[src/rtl/btn_conditioner.sv]
// Button conditioner: per-channel 2-flop sync, debounce, press/release pulses, sticky pending + irq.
// Optional auto-repeat on held buttons is compiled in when BTN_REPEAT_EN is defined.

module btn_chan #(
   parameter int DB_CYCLES     = 16
`ifdef BTN_REPEAT_EN
   ,
   parameter int REPEAT_DELAY  = 1000,
   parameter int REPEAT_PERIOD = 250
`endif
) (
   input  logic clk,
   input  logic rst,
   input  logic raw_i,
   input  logic clr_i,
   output logic level_o,
   output logic press_o,
   output logic release_o,
   output logic pending_o
);
   localparam int CW = $clog2(DB_CYCLES);
   localparam logic [CW-1:0] CNT_MAX = CW'(DB_CYCLES - 1);

   logic          s1_q, s2_q;
   logic          level_q, level_d;
   logic          press_q, press_d;
   logic          rel_q, rel_d;
   logic          pend_q, pend_d;
   logic [CW-1:0] cnt_q, cnt_d;
   logic          rise, fall;

   // Any cycle where the synced input agrees with the level restarts the hold count.
   always_comb begin
      cnt_d   = '0;
      level_d = level_q;
      if (s2_q != level_q) begin
         if (cnt_q == CNT_MAX) level_d = s2_q;
         else                  cnt_d   = cnt_q + CW'(1);
      end
   end

   assign rise = level_d & ~level_q;
   assign fall = ~level_d & level_q;

`ifdef BTN_REPEAT_EN
   localparam int RMAX = (REPEAT_DELAY > REPEAT_PERIOD) ? REPEAT_DELAY : REPEAT_PERIOD;
   localparam int RW   = $clog2(RMAX + 1);

   logic [RW-1:0] rcnt_q, rcnt_d, rlim;
   logic          rfirst_q, rfirst_d;
   logic          rpt;

   // First repeat waits REPEAT_DELAY, later ones REPEAT_PERIOD; a falling edge suppresses firing.
   always_comb begin
      rcnt_d   = rcnt_q;
      rfirst_d = rfirst_q;
      rpt      = 1'b0;
      rlim     = rfirst_q ? RW'(REPEAT_PERIOD - 1) : RW'(REPEAT_DELAY - 1);
      if (!level_d) begin
         rcnt_d   = '0;
         rfirst_d = 1'b0;
      end else if (level_q) begin
         if (rcnt_q == rlim) begin
            rpt      = 1'b1;
            rcnt_d   = '0;
            rfirst_d = 1'b1;
         end else begin
            rcnt_d = rcnt_q + RW'(1);
         end
      end
   end

   always_ff @(posedge clk or posedge rst) begin
      if (rst) begin
         rcnt_q   <= '0;
         rfirst_q <= 1'b0;
      end else begin
         rcnt_q   <= rcnt_d;
         rfirst_q <= rfirst_d;
      end
   end

   assign press_d = rise | rpt;
`else
   assign press_d = rise;
`endif

   assign rel_d  = fall;
   assign pend_d = press_d | (pend_q & ~clr_i);

   always_ff @(posedge clk or posedge rst) begin
      if (rst) begin
         s1_q    <= 1'b0;
         s2_q    <= 1'b0;
         cnt_q   <= '0;
         level_q <= 1'b0;
         press_q <= 1'b0;
         rel_q   <= 1'b0;
         pend_q  <= 1'b0;
      end else begin
         s1_q    <= raw_i;
         s2_q    <= s1_q;
         cnt_q   <= cnt_d;
         level_q <= level_d;
         press_q <= press_d;
         rel_q   <= rel_d;
         pend_q  <= pend_d;
      end
   end

   assign level_o   = level_q;
   assign press_o   = press_q;
   assign release_o = rel_q;
   assign pending_o = pend_q;
endmodule

module btn_conditioner #(
   parameter int N_BTN         = 5,
   parameter int DB_CYCLES     = 16,
   parameter int REPEAT_DELAY  = 1000,
   parameter int REPEAT_PERIOD = 250
) (
   input  logic             clk,
   input  logic             rst,
   input  logic [N_BTN-1:0] btn_raw,
   input  logic [N_BTN-1:0] clr,
   output logic [N_BTN-1:0] btn_level,
   output logic [N_BTN-1:0] btn_press,
   output logic [N_BTN-1:0] btn_release,
   output logic [N_BTN-1:0] btn_pending,
   output logic             irq
);
   if (DB_CYCLES < 2 || DB_CYCLES > 65535) begin : g_bad_db
      $error("btn_conditioner: DB_CYCLES out of range 2..65535");
   end
   if (REPEAT_DELAY < 1 || REPEAT_PERIOD < 1) begin : g_bad_rpt
      $error("btn_conditioner: REPEAT_DELAY and REPEAT_PERIOD must be >= 1");
   end

   for (genvar i = 0; i < N_BTN; i++) begin : g_ch
      btn_chan #(
         .DB_CYCLES    (DB_CYCLES)
`ifdef BTN_REPEAT_EN
         ,
         .REPEAT_DELAY (REPEAT_DELAY),
         .REPEAT_PERIOD(REPEAT_PERIOD)
`endif
      ) u_ch (
         .clk      (clk),
         .rst      (rst),
         .raw_i    (btn_raw[i]),
         .clr_i    (clr[i]),
         .level_o  (btn_level[i]),
         .press_o  (btn_press[i]),
         .release_o(btn_release[i]),
         .pending_o(btn_pending[i])
      );
   end

   assign irq = |btn_pending;
endmodule

[config.mk]
export PLATFORM = sky130hd
export DESIGN_NAME = btn_conditioner
export DESIGN_NICKNAME = d
export VERILOG_FILES = /design/src/rtl/btn_conditioner.sv
export SDC_FILE = /design/constraint.sdc
export NUM_CORES = 1
export LEC_CHECK = 0
export BUFFER_PORTS_ARGS = -buffer_cell sky130_fd_sc_hd__buf_4
export CAP_MARGIN = 10
export CORE_MARGIN = 10
export CORE_UTILIZATION = 55
export DETAILED_ROUTE_END_ITERATION = 7
export PLACE_DENSITY = 0.85
export SYNTH_ARGS = -nofsm -noshare
export SYNTH_HDL_FRONTEND = slang
export SYNTH_SLANG_ARGS = --single-unit
[constraint.sdc]
create_clock -name clk -period 2.8 [get_ports clk]
set_input_delay 0.14 -clock clk [delete_from_list [all_inputs] [get_ports clk]]
set_output_delay 0.14 -clock clk [all_outputs]
set_load 0.1 [all_outputs]
==> results of run 1 <==
-- critical path, delay by kind of cell, from the launching register on --
kind / cells / cell delay [ps]
AND/OR/NAND/NOR: 2 / 370
buffers and inverters: 1 / 240
flip-flops: 1 / 410
-- sequential cells by signal, indices dropped and copies added, names as in the netlist --
register / cells
g_ch.u_ch.cnt_q: 20
g_ch.u_ch.level_o: 5
g_ch.u_ch.pending_o: 5
g_ch.u_ch.press_o: 5
g_ch.u_ch.release_o: 5
g_ch.u_ch.s1_q: 5
g_ch.u_ch.s2_q: 5
-- worst max path at each step --
stage / from / endpoint / slack (ps) / depth (start not counted)
CTS: g_ch[1].u_ch.pending_o$_DFF_PP0_ / irq / 1330 / 3
floorplan: rst / g_ch[0].u_ch.cnt_q[0]$_DFF_PP0_ / 1460 / 1
detailed placement: g_ch[3].u_ch.cnt_q[0]$_DFF_PP0_ / g_ch[3].u_ch.level_o$_DFF_PP0_ / 1560 / 3
finish: g_ch[1].u_ch.pending_o$_DFF_PP0_ / irq / 1350 / 3
global route: g_ch[1].u_ch.pending_o$_DFF_PP0_ / irq / 1250 / 3
global placement: g_ch[4].u_ch.cnt_q[0]$_DFF_PP0_ / g_ch[4].u_ch.level_o$_DFF_PP0_ / 1600 / 3
-- synthesized netlist by cell type --
| cell | instances | area (um2) |
|---|---|---|
| a21oi_1 | 10 | 50.1 |
| nand2_1 | 1 | 3.75 |
| nand3_2 | 5 | 50.1 |
| o21ai_0 | 5 | 25.0 |
| dfrtp_1 | 50 | 1250 |
| nor3b_1 | 10 | 75.1 |
| a21o_1 | 5 | 37.5 |
| mux2_2 | 5 | 56.3 |
| buf_4 | 20 | 150 |
| nor2_1 | 6 | 22.5 |
| nand4b_1 | 5 | 43.8 |
| nor3_1 | 1 | 5.00 |
| xnor2_1 | 10 | 87.6 |
| inv_1 | 11 | 41.3 |
| nor2b_1 | 5 | 31.3 |
| ha_1 | 5 | 62.6 |
| nor3b_2 | 5 | 62.6 |
-- through the flow --
stage                     worst slack, ps  hold WS, ps  instance area, um2
after floorplan                      1460          171                2060
after global placement               1600          250                2210
after detailed placement             1560          250                2210
after CTS                            1330          104                2350
after global routing                 1250          100                2350
final                                1350         64.9                2350
-- timing repair --
item | 4_1_cts | 5_1_grt
endpoints found under the hold margin | 5 | 0
hold buffers | 5 | 0
setup endpoints to repair | 0 | 0
-- cell type report --
cell class / instances / share of cell area [%]
Clock buffer: 5 / 2.93
Clock inverter: 3 / 0.907
Inverter: 11 / 1.76
Multi-Input combinational cell: 78 / 26.1
Sequential cell: 50 / 53.3
Tap cell: 48 / 2.56
Timing Repair Buffer: 37 / 12.4
-- power by group through the flow --
stage | Sequential [uW] | Clock (uW) | Combinational [uW]
global route | 774 | 456 | 88.9
CTS | 770 | 420 | 79.1
finish | 771 | 409 | 76.3
floorplan | 778 | 0 | 49.8
global placement | 781 | 0 | 67.7
detailed placement | 785 | 0 | 72.7
-- kinds of logic after synthesis --
family	after synthesis	share of synthesized area (%)
XOR/XNOR	10	4.26
AND/OR/NAND/NOR	38	14.3
multiplexers	5	2.74
flip-flops	50	60.9
adder cells (fa/ha/maj)	5	3.04
buffers and inverters	31	9.31
AO/OA/AOI/OAI	20	5.48
-- routing by layer --
layer / up-vias / GRT usage, % / routed length (um)
met5: - / 0 / 0
met4: 0 / 5.36 / 65
met3: 5 / 5.41 / 257
met2: 30 / 18.9 / 1660
met1: 566 / 11.2 / 1330
li1: 559 / - / -
==> flow_summary.toml, run 1 <==
[run_status]
status = "finished clean"

[cts]
cts_root_buffer = "clkbuf_8"
cts_setup_buffers = 0
cts_resized = 0
cts_buffer_depth = 2
cts_made_buffers = 5
cts_num_sinks = 50
clk_latency_ps = 300
htree_levels = 2
cts_tree = "yes"
path_clk_slew_ps = 90

[sta]
maxSlewViolCount = 0
clock.fmax_mhz = 688
fin_crit_ps = 1450
tightest_slew_ps = 979
skew_ps = 8.52
setup_violations = 0
finalCritPeriodShare_pct = 51.9
hold_violations = 0
rsz0062_at_grt = "false"
slew_headroom_pct = 34.6
finalSetupTns_ps = 0

[finish]
final_cell_mix = "50 x dfrtp_1, 32 x buf_4"
multi_input_area_um2 = 613
layout.nets = 200
seq_area_um2 = 1250
layout_commonest_cell = "dfrtp_1"
area_growth_pct = 14.1
n_fill_cell = 274
finalNonFillerCells = 232
drive_above_1_share_pct = 30.4
diodes = 0
fin_util_pct = 64.6

[power_and_ir_drop]
p_total_uw = 1260
leakagePower_uw = 0.00114
combPwrFrac_pct = 6.1
sw_frac_of_total_pct = 23.5
p_per_area_nw_per_um2 = 536
ir_drop_v = 0.000293
p_int_uw = 961
seq_power_share_pct = 61.4
switchingPower_uw = 296
pwr-share-clk_pct = 32.6

[synth]
syn_area_um2 = 2060
ys_seq_elements = 50
syn_area_per_cell_um2 = 12.9
syn_nets = 176
synthCells = 159
seq_area_frac_synth_pct = 60.9
ys.warnings.count = 0
synthDistinctLibCells = 17

[route]
wire_per_inst_um = 14.3
drt-pass1-iter-count = 4
dr.first_iter.drc_count = 133
via_per_inst = 5.00
drt-total-wl_um = 3310
drc = 0
antenna_left = 0
vias = 1160

[setup_path]
worst-setup-path-type = "flip-flop to output pin"
critPathMaxFanout = 3
critPathSlowestCell = "dfrtp_1"
required_ps = 2660
cpPeakStageDelay_ps = 410
rr_endpoint = "g_ch[0].u_ch.level_o$_DFF_PP0_"
path_cells = "nor3_1, nand2_1, buf_4"
rr_startpoint = "g_ch[0].u_ch.cnt_q[0]$_DFF_PP0_"
cp-end-kind = "output pin"
reg2reg_depth = 3
r2r_setup_slack_ps = 1540
worstPathArrival_ps = 1310
startpoint_type = "flip-flop"

[global_route]
grt_pass1_vias = 1247
grt_pass1_wl_um = 5580
antenna_found_initial = 0
grt-ovfl-total = 0
grt_max_degree = 51
grt_usage_pct = 11.1

[die]
fp.dieH_um = 81.1
io_pins = 33
die_area_um2 = 6580
initial_utilization_pct = 56.6
num_rows = 22
core_um2 = 3630
die_w_um = 81.1

[hold_path]
worstHoldPathType = "primary input to asynchronous set/reset pin"

[place]
dp.cells = 219
globalplace.congestion = 0.786
io_buffers = 32
dp_hpwl_um = 2490

[job]
maxCapViolations = 0
No activity file was read; power rests on OpenSTA's default activity.
==> run 2, diff against run 1 <==
- clock period: 2.8 -> 1.35 ns (I/O delays scaled with it)
==> run 2 against run 1 <==
Net effect: die area unchanged; via count up 4.7%; flip-flop and latch count unchanged; largest power group unchanged; total power up 110%; combinational power up 130%; sequential share of layout area down 1.1 points; register-to-register slack worse by 1500 ps; clock power up 120%; critical path depth up 1; critical endpoint is now g_ch[0].u_ch.pending_o$_DFF_PP0_; setup slack worse by 1300 ps; global-route usage up 0.82 points.
==> flow_summary.toml, run 2 (synthesis results as in run 1) <==
[setup_path]
worst-setup-path-type = "flip-flop to flip-flop"
critPathMaxFanout = 4
worstPathArrival_ps = 1550
startpoint_type = "flip-flop"
cp-end-kind = "flip-flop"
reg2reg_depth = 4
required_ps = 1600

[sta]
fin_crit_ps = 1300
hold_violations = 0
tightest_slew_ps = 382
slew_headroom_pct = 74.4
setup_violations = 0
finalCritPeriodShare_pct = 96.5
whs_ps = 40.7
finalSetupTns_ps = 0
skew_ps = 10.3
clock.fmax_mhz = 768
rsz0062_at_grt = "false"
maxSlewViolCount = 0

[cts]
path_clk_slew_ps = 90
clk_latency_ps = 300
cts_made_buffers = 5
cts_setup_buffers = 0
cts_buffer_depth = 2
cts_root_buffer = "clkbuf_8"
cts_num_sinks = 50
htree_levels = 2
cts_tree = "yes"

[die]
fp.dieH_um = 81.1
core_um2 = 3630
initial_utilization_pct = 56.6
io_pins = 33
num_rows = 22
die_area_um2 = 6580
die_w_um = 81.1

[finish]
area_growth_pct = 16.5
drive_above_1_share_pct = 31.2
largest_reg_flops = 20
layout.nets = 202
fin_util_pct = 65.9
final_cell_mix = "50 x dfrtp_1, 31 x buf_4"
n_fill_cell = 281
layout_commonest_cell = "dfrtp_1"
diodes = 0
top_register = "g_ch.u_ch.cnt_q"

[route]
via_per_inst = 5.19
drt-total-wl_um = 3640
drt-pass1-iter-count = 4
vias = 1215
dr.first_iter.drc_count = 58
drc = 0
wire_per_inst_um = 15.5
antenna_left = 0

[run_status]
status = "finished clean"

[power_and_ir_drop]
combPwrFrac_pct = 6.4
ir_drop_v = 0.000599
leakagePower_uw = 0.00117
pwr-share-clk_pct = 33.9
p_int_uw = 2060
seq_power_share_pct = 59.6
sw_frac_of_total_pct = 23.2
p_per_area_nw_per_um2 = 1120
switchingPower_uw = 624

[job]
maxCapViolations = 0

[hold_path]
hold_depth = 3
worstHoldPathType = "primary input to flip-flop"

[place]
dp_hpwl_um = 2640
io_buffers = 32
globalplace.congestion = 0.793

[global_route]
grt_pass1_wl_um = 6110
grt_usage_pct = 11.9
grt_max_degree = 51
grt_pass1_vias = 1294
grt-ovfl-total = 0
antenna_found_initial = 0
-- run 2: worst max-delay path: stages (launching register included) --
cell and delay (ps):
dfrtp_1 430, ha_1 270, nand3_2 140, nor3b_2 280, a21o_1 120
-- run 2: area by class of cell --
class	instances	area, um2	area share [%]
tap	48	60.1	2.51
timing repair buffer	39	324	13.5
sequential	50	1250	52.2
inverter	11	41.3	1.72
clock inverter	2	17.5	0.731
clock buffer	6	82.6	3.45
multi-input combinational	78	618	25.8
-- run 2: power groups by stage --
| stage | logic (uW) | registers (uW) | clock network (uW) |
|---|---|---|---|
| final | 173 | 1600 | 911 |
| after global routing | 197 | 1610 | 991 |
| after CTS | 179 | 1600 | 931 |
| after detailed placement | 161 | 1630 | 0 |
| after global placement | 148 | 1620 | 0 |
| after floorplan | 103 | 1610 | 0 |
-- run 2: final timing paths --
check | start | to | slack (ps)
min in group asynchronous | rst | g_ch[0].u_ch.cnt_q[0]$_DFF_PP0_ | 360
worst min-delay path | clr[3] | g_ch[3].u_ch.pending_o$_DFF_PP0_ | 40
worst max register to register | g_ch[0].u_ch.cnt_q[0]$_DFF_PP0_ | g_ch[0].u_ch.pending_o$_DFF_PP0_ | 50
max in group asynchronous | rst | g_ch[1].u_ch.release_o$_DFF_PP0_ | 770
worst max-delay path | g_ch[0].u_ch.cnt_q[0]$_DFF_PP0_ | g_ch[0].u_ch.pending_o$_DFF_PP0_ | 50
worst min register to register | g_ch[1].u_ch.s1_q$_DFF_PP0_ | g_ch[1].u_ch.s2_q$_DFF_PP0_ | 360
-- run 2: metrics by stage --
stage	total power [uW]	instance area, um2	instances	setup WS [ps]
finish	2680	2390	234	47.3
floorplan	1720	2060	159	81.3
detailed placement	1790	2230	220	76.3
global route	2800	2390	234	2.03
CTS	2710	2390	234	26.3
global placement	1770	2230	220	152
-- run 2: repair_timing --
item	in CTS	in global routing
cloned	0	0
pin swaps	0	1
gates resized for setup	1	1
endpoints found under the setup margin	1	1
hold buffers	6	0
endpoints found under the hold margin	55	0
-- run 2: routing by layer --
metal	global-route usage (%)	vias to the layer above	part of all wire, %
met5	0	-	0
met1	12.0	623	37
met3	4.53	5	5.2
li1	-	563	-
met2	22.5	24	57
met4	3.11	0	0.91
==> run 3, diff against run 2 <==
- CORE_UTILIZATION: 55 -> 54
- PLACE_DENSITY: 0.85 -> 0.84
- SYNTH_HIERARCHICAL: default -> 1
==> run 3 against run 2 <==
Net effect: the run now ends with setup timing left; die area decreased by 3.4%; maximum frequency decreased by 5.4%; critical path depth decreased by 1; highest routed layer unchanged; worst hold slack improved by 210 ps; clock power decreased by 21%; cell area increased by 2.2%; clock skew increased by 4.2 ps; setup slack got worse by 74 ps; synthesized area decreased by 6.3%; largest power group unchanged; routed wire length increased by 2.6%; critical endpoint is now irq; sequential share of layout area decreased by 0.79 points.
==> flow_summary.toml, run 3 <==
[run_status]
status = "finished, violations left"
violations = "setup timing"

[sta]
setup_violations = 1
fin_crit_ps = 1380
finalCritPeriodShare_pct = 102
skew_ps = 14.5
layout_setup_ws_ps = -26.9
slew_headroom_pct = 73.0
rsz0062_at_grt = "true"
clock.fmax_mhz = 726
tightest_slew_ps = 402
finalSetupTns_ps = -26.9
hold_violations = 0
whs_ps = 248
maxSlewViolCount = 0

[synth]
ys.warnings.count = 6
yosys.area.top_type = "dfrtp_1"
synthDistinctLibCells = 17
ys_seq_elements = 50
synth_flop_cell = "dfrtp_1"
syn_area_um2 = 1930
syn_area_per_cell_um2 = 13.5
synth_common_cells = "50 x dfrtp_1, 15 x inv_1, 10 x a21oi_1, 10 x xnor2_1, 6 x nor2_1"
syn_nets = 160
synth.top_cell.area_share_pct = 64.9
seq_area_frac_synth_pct = 64.9
synth_edf_count = 0
synth_area_leaders = "dfrtp_1 65%, xnor2_1 4.5%, ha_1 3.2%"
synthArstFlopShare_pct = 100
synthCells = 143
yosysMostFrequentCell = "dfrtp_1"

[job]
maxCapViolations = 0

[global_route]
grt-ovfl-total = 0
grt_pass1_vias = 1315
grt_use_met1_pct = 13.7
use_met2_pct = 21.0
grt_usage_pct = 12.8
antenna_found_initial = 0
grtUsageMet3_pct = 5.97
grt_pass1_wl_um = 6300
grt_max_degree = 16
gr-max-usage-layer = "met2"

[power_and_ir_drop]
p_per_area_nw_per_um2 = 1020
pwr-share-clk_pct = 28.7
leakagePower_uw = 0.00118
ir_drop_v = 0.000896
p_int_uw = 1890
combPwrFrac_pct = 7.2
sw_frac_of_total_pct = 24.2
seq_power_share_pct = 64.1
switchingPower_uw = 606

[finish]
diodes = 0
area_growth_pct = 27.1
final_cell_mix = "43 x dfrtp_1, 33 x buf_4, 15 x inv_1, 11 x dlygate4sd3_1"
top_register = "g_ch.u_ch/cnt_q"
n_fill_cell = 232
layout_commonest_cell = "dfrtp_1"
layout.nets = 212
drive_above_1_share_pct = 33.7
largest_reg_flops = 20

[cts]
htree_levels = 2
path_clk_slew_ps = 140
cts_made_buffers = 5
cts_num_sinks = 50
clk_latency_ps = 370
cts_root_buffer = "clkbuf_4"
cts_buffer_depth = 2
cts_tree = "yes"

[die]
fp.dieH_um = 79.7
die_area_um2 = 6360
core_um2 = 3390
die_w_um = 79.7
io_pins = 33
num_rows = 21
initial_utilization_pct = 56.8

[setup_path]
cp-end-kind = "output pin"
critPathMaxFanout = 2
worst-setup-path-type = "flip-flop to output pin"
startpoint_type = "flip-flop"
required_ps = 1280
worstPathArrival_ps = 1310
critPathSlowestCell = "dfrtp_2"
cpPeakStageDelay_ps = 450
path_cells = "nor3_4, nand2_2, buf_12"

[route]
via_per_inst = 5.17
drt-total-wl_um = 3730
drc = 0
vias = 1252
antenna_left = 0
wire_per_inst_um = 15.4
drt-pass1-iter-count = 4
dr.first_iter.drc_count = 83

[hold_path]
worstHoldPathType = "primary input to asynchronous set/reset pin"

[place]
globalplace.congestion = 0.773
dp_hpwl_um = 2660
io_buffers = 32
-- run 3: timing repair --
item                       4_1_cts  5_1_grt
pin swaps                        1        0
hold endpoints to repair        60        0
setup buffers                    2        0
setup endpoints to repair        1        1
gates resized for setup          6        0
hold buffers                    11        0
-- run 3: power groups by stage --
stage / logic [uW] / registers [uW] / clock network (uW)
floorplan: 105 / 1620 / 0
global placement: 145 / 1620 / 0
detailed placement: 155 / 1630 / 0
CTS: 183 / 1600 / 733
global route: 204 / 1610 / 783
finish: 181 / 1600 / 717
-- run 3: cells by family after synthesis --
| family | synth area share, % |
|---|---|
| compound gates | 8.12 |
| xor+xnor | 4.55 |
| fa+ha+maj | 3.25 |
| buf+inv | 2.92 |
| flops | 64.9 |
| mux | 2.92 |
| simple gates | 13.3 |
-- run 3: critical path, delay by kind of cell (launching register included) --
family / cells / cell delay (ps)
buffers and inverters: 1 / 170
DFF: 1 / 450
and+or+nand+nor: 2 / 310
-- run 3: layout make-up --
cell class | instances | area [um2] | share of cell area, %
flip-flops and latches | 50 | 1260 | 51.5
well taps | 46 | 57.6 | 2.35
inverters | 15 | 56.3 | 2.30
multi-input cells | 78 | 633 | 25.9
clock inverters | 2 | 12.5 | 0.511
clock buffers | 6 | 51.3 | 2.10
repair buffers | 45 | 378 | 15.4
-- run 3: layer usage --
layer  share of wire, %  wire length, um
met2                 51             1890
met3                7.4              276
met5                  0                0
met4                2.2               81
met1                 40             1490
-- run 3: path summary, 6_finish.rpt --
kind / end / slack [ps] / cells after the start / start
min reg2reg: g_ch[2].u_ch/s2_q$_DFF_PP0_ / 360 / 0 / g_ch[2].u_ch/s1_q$_DFF_PP0_
max reg2reg: g_ch[2].u_ch/level_o$_DFF_PP0_ / 70 / 3 / g_ch[2].u_ch/cnt_q[0]$_DFF_PP0_
max in group asynchronous: g_ch[4].u_ch/level_o$_DFF_PP0_ / 790 / 3 / rst
min: g_ch[1].u_ch/cnt_q[0]$_DFF_PP0_ / 250 / 3 / rst
max: irq / -30 / 3 / g_ch[1].u_ch/pending_o$_DFF_PP0_
min in group clk: g_ch[0].u_ch/s1_q$_DFF_PP0_ / 330 / 2 / btn_raw[0]
-- run 3: per-stage QoR --
step	worst slack (ps)	power (uW)	cells	util [%]	instance area, um2
2_1_floorplan	-198	1720	143	-	1940
3_3_place_gp	148	1770	221	65.9	2230
3_5_place_dp	94.5	1790	221	65.9	2230
4_1_cts	-36.7	2520	242	72.2	2450
5_1_grt	-103	2600	242	72.2	2450
6_report	-26.9	2500	242	72.2	2450
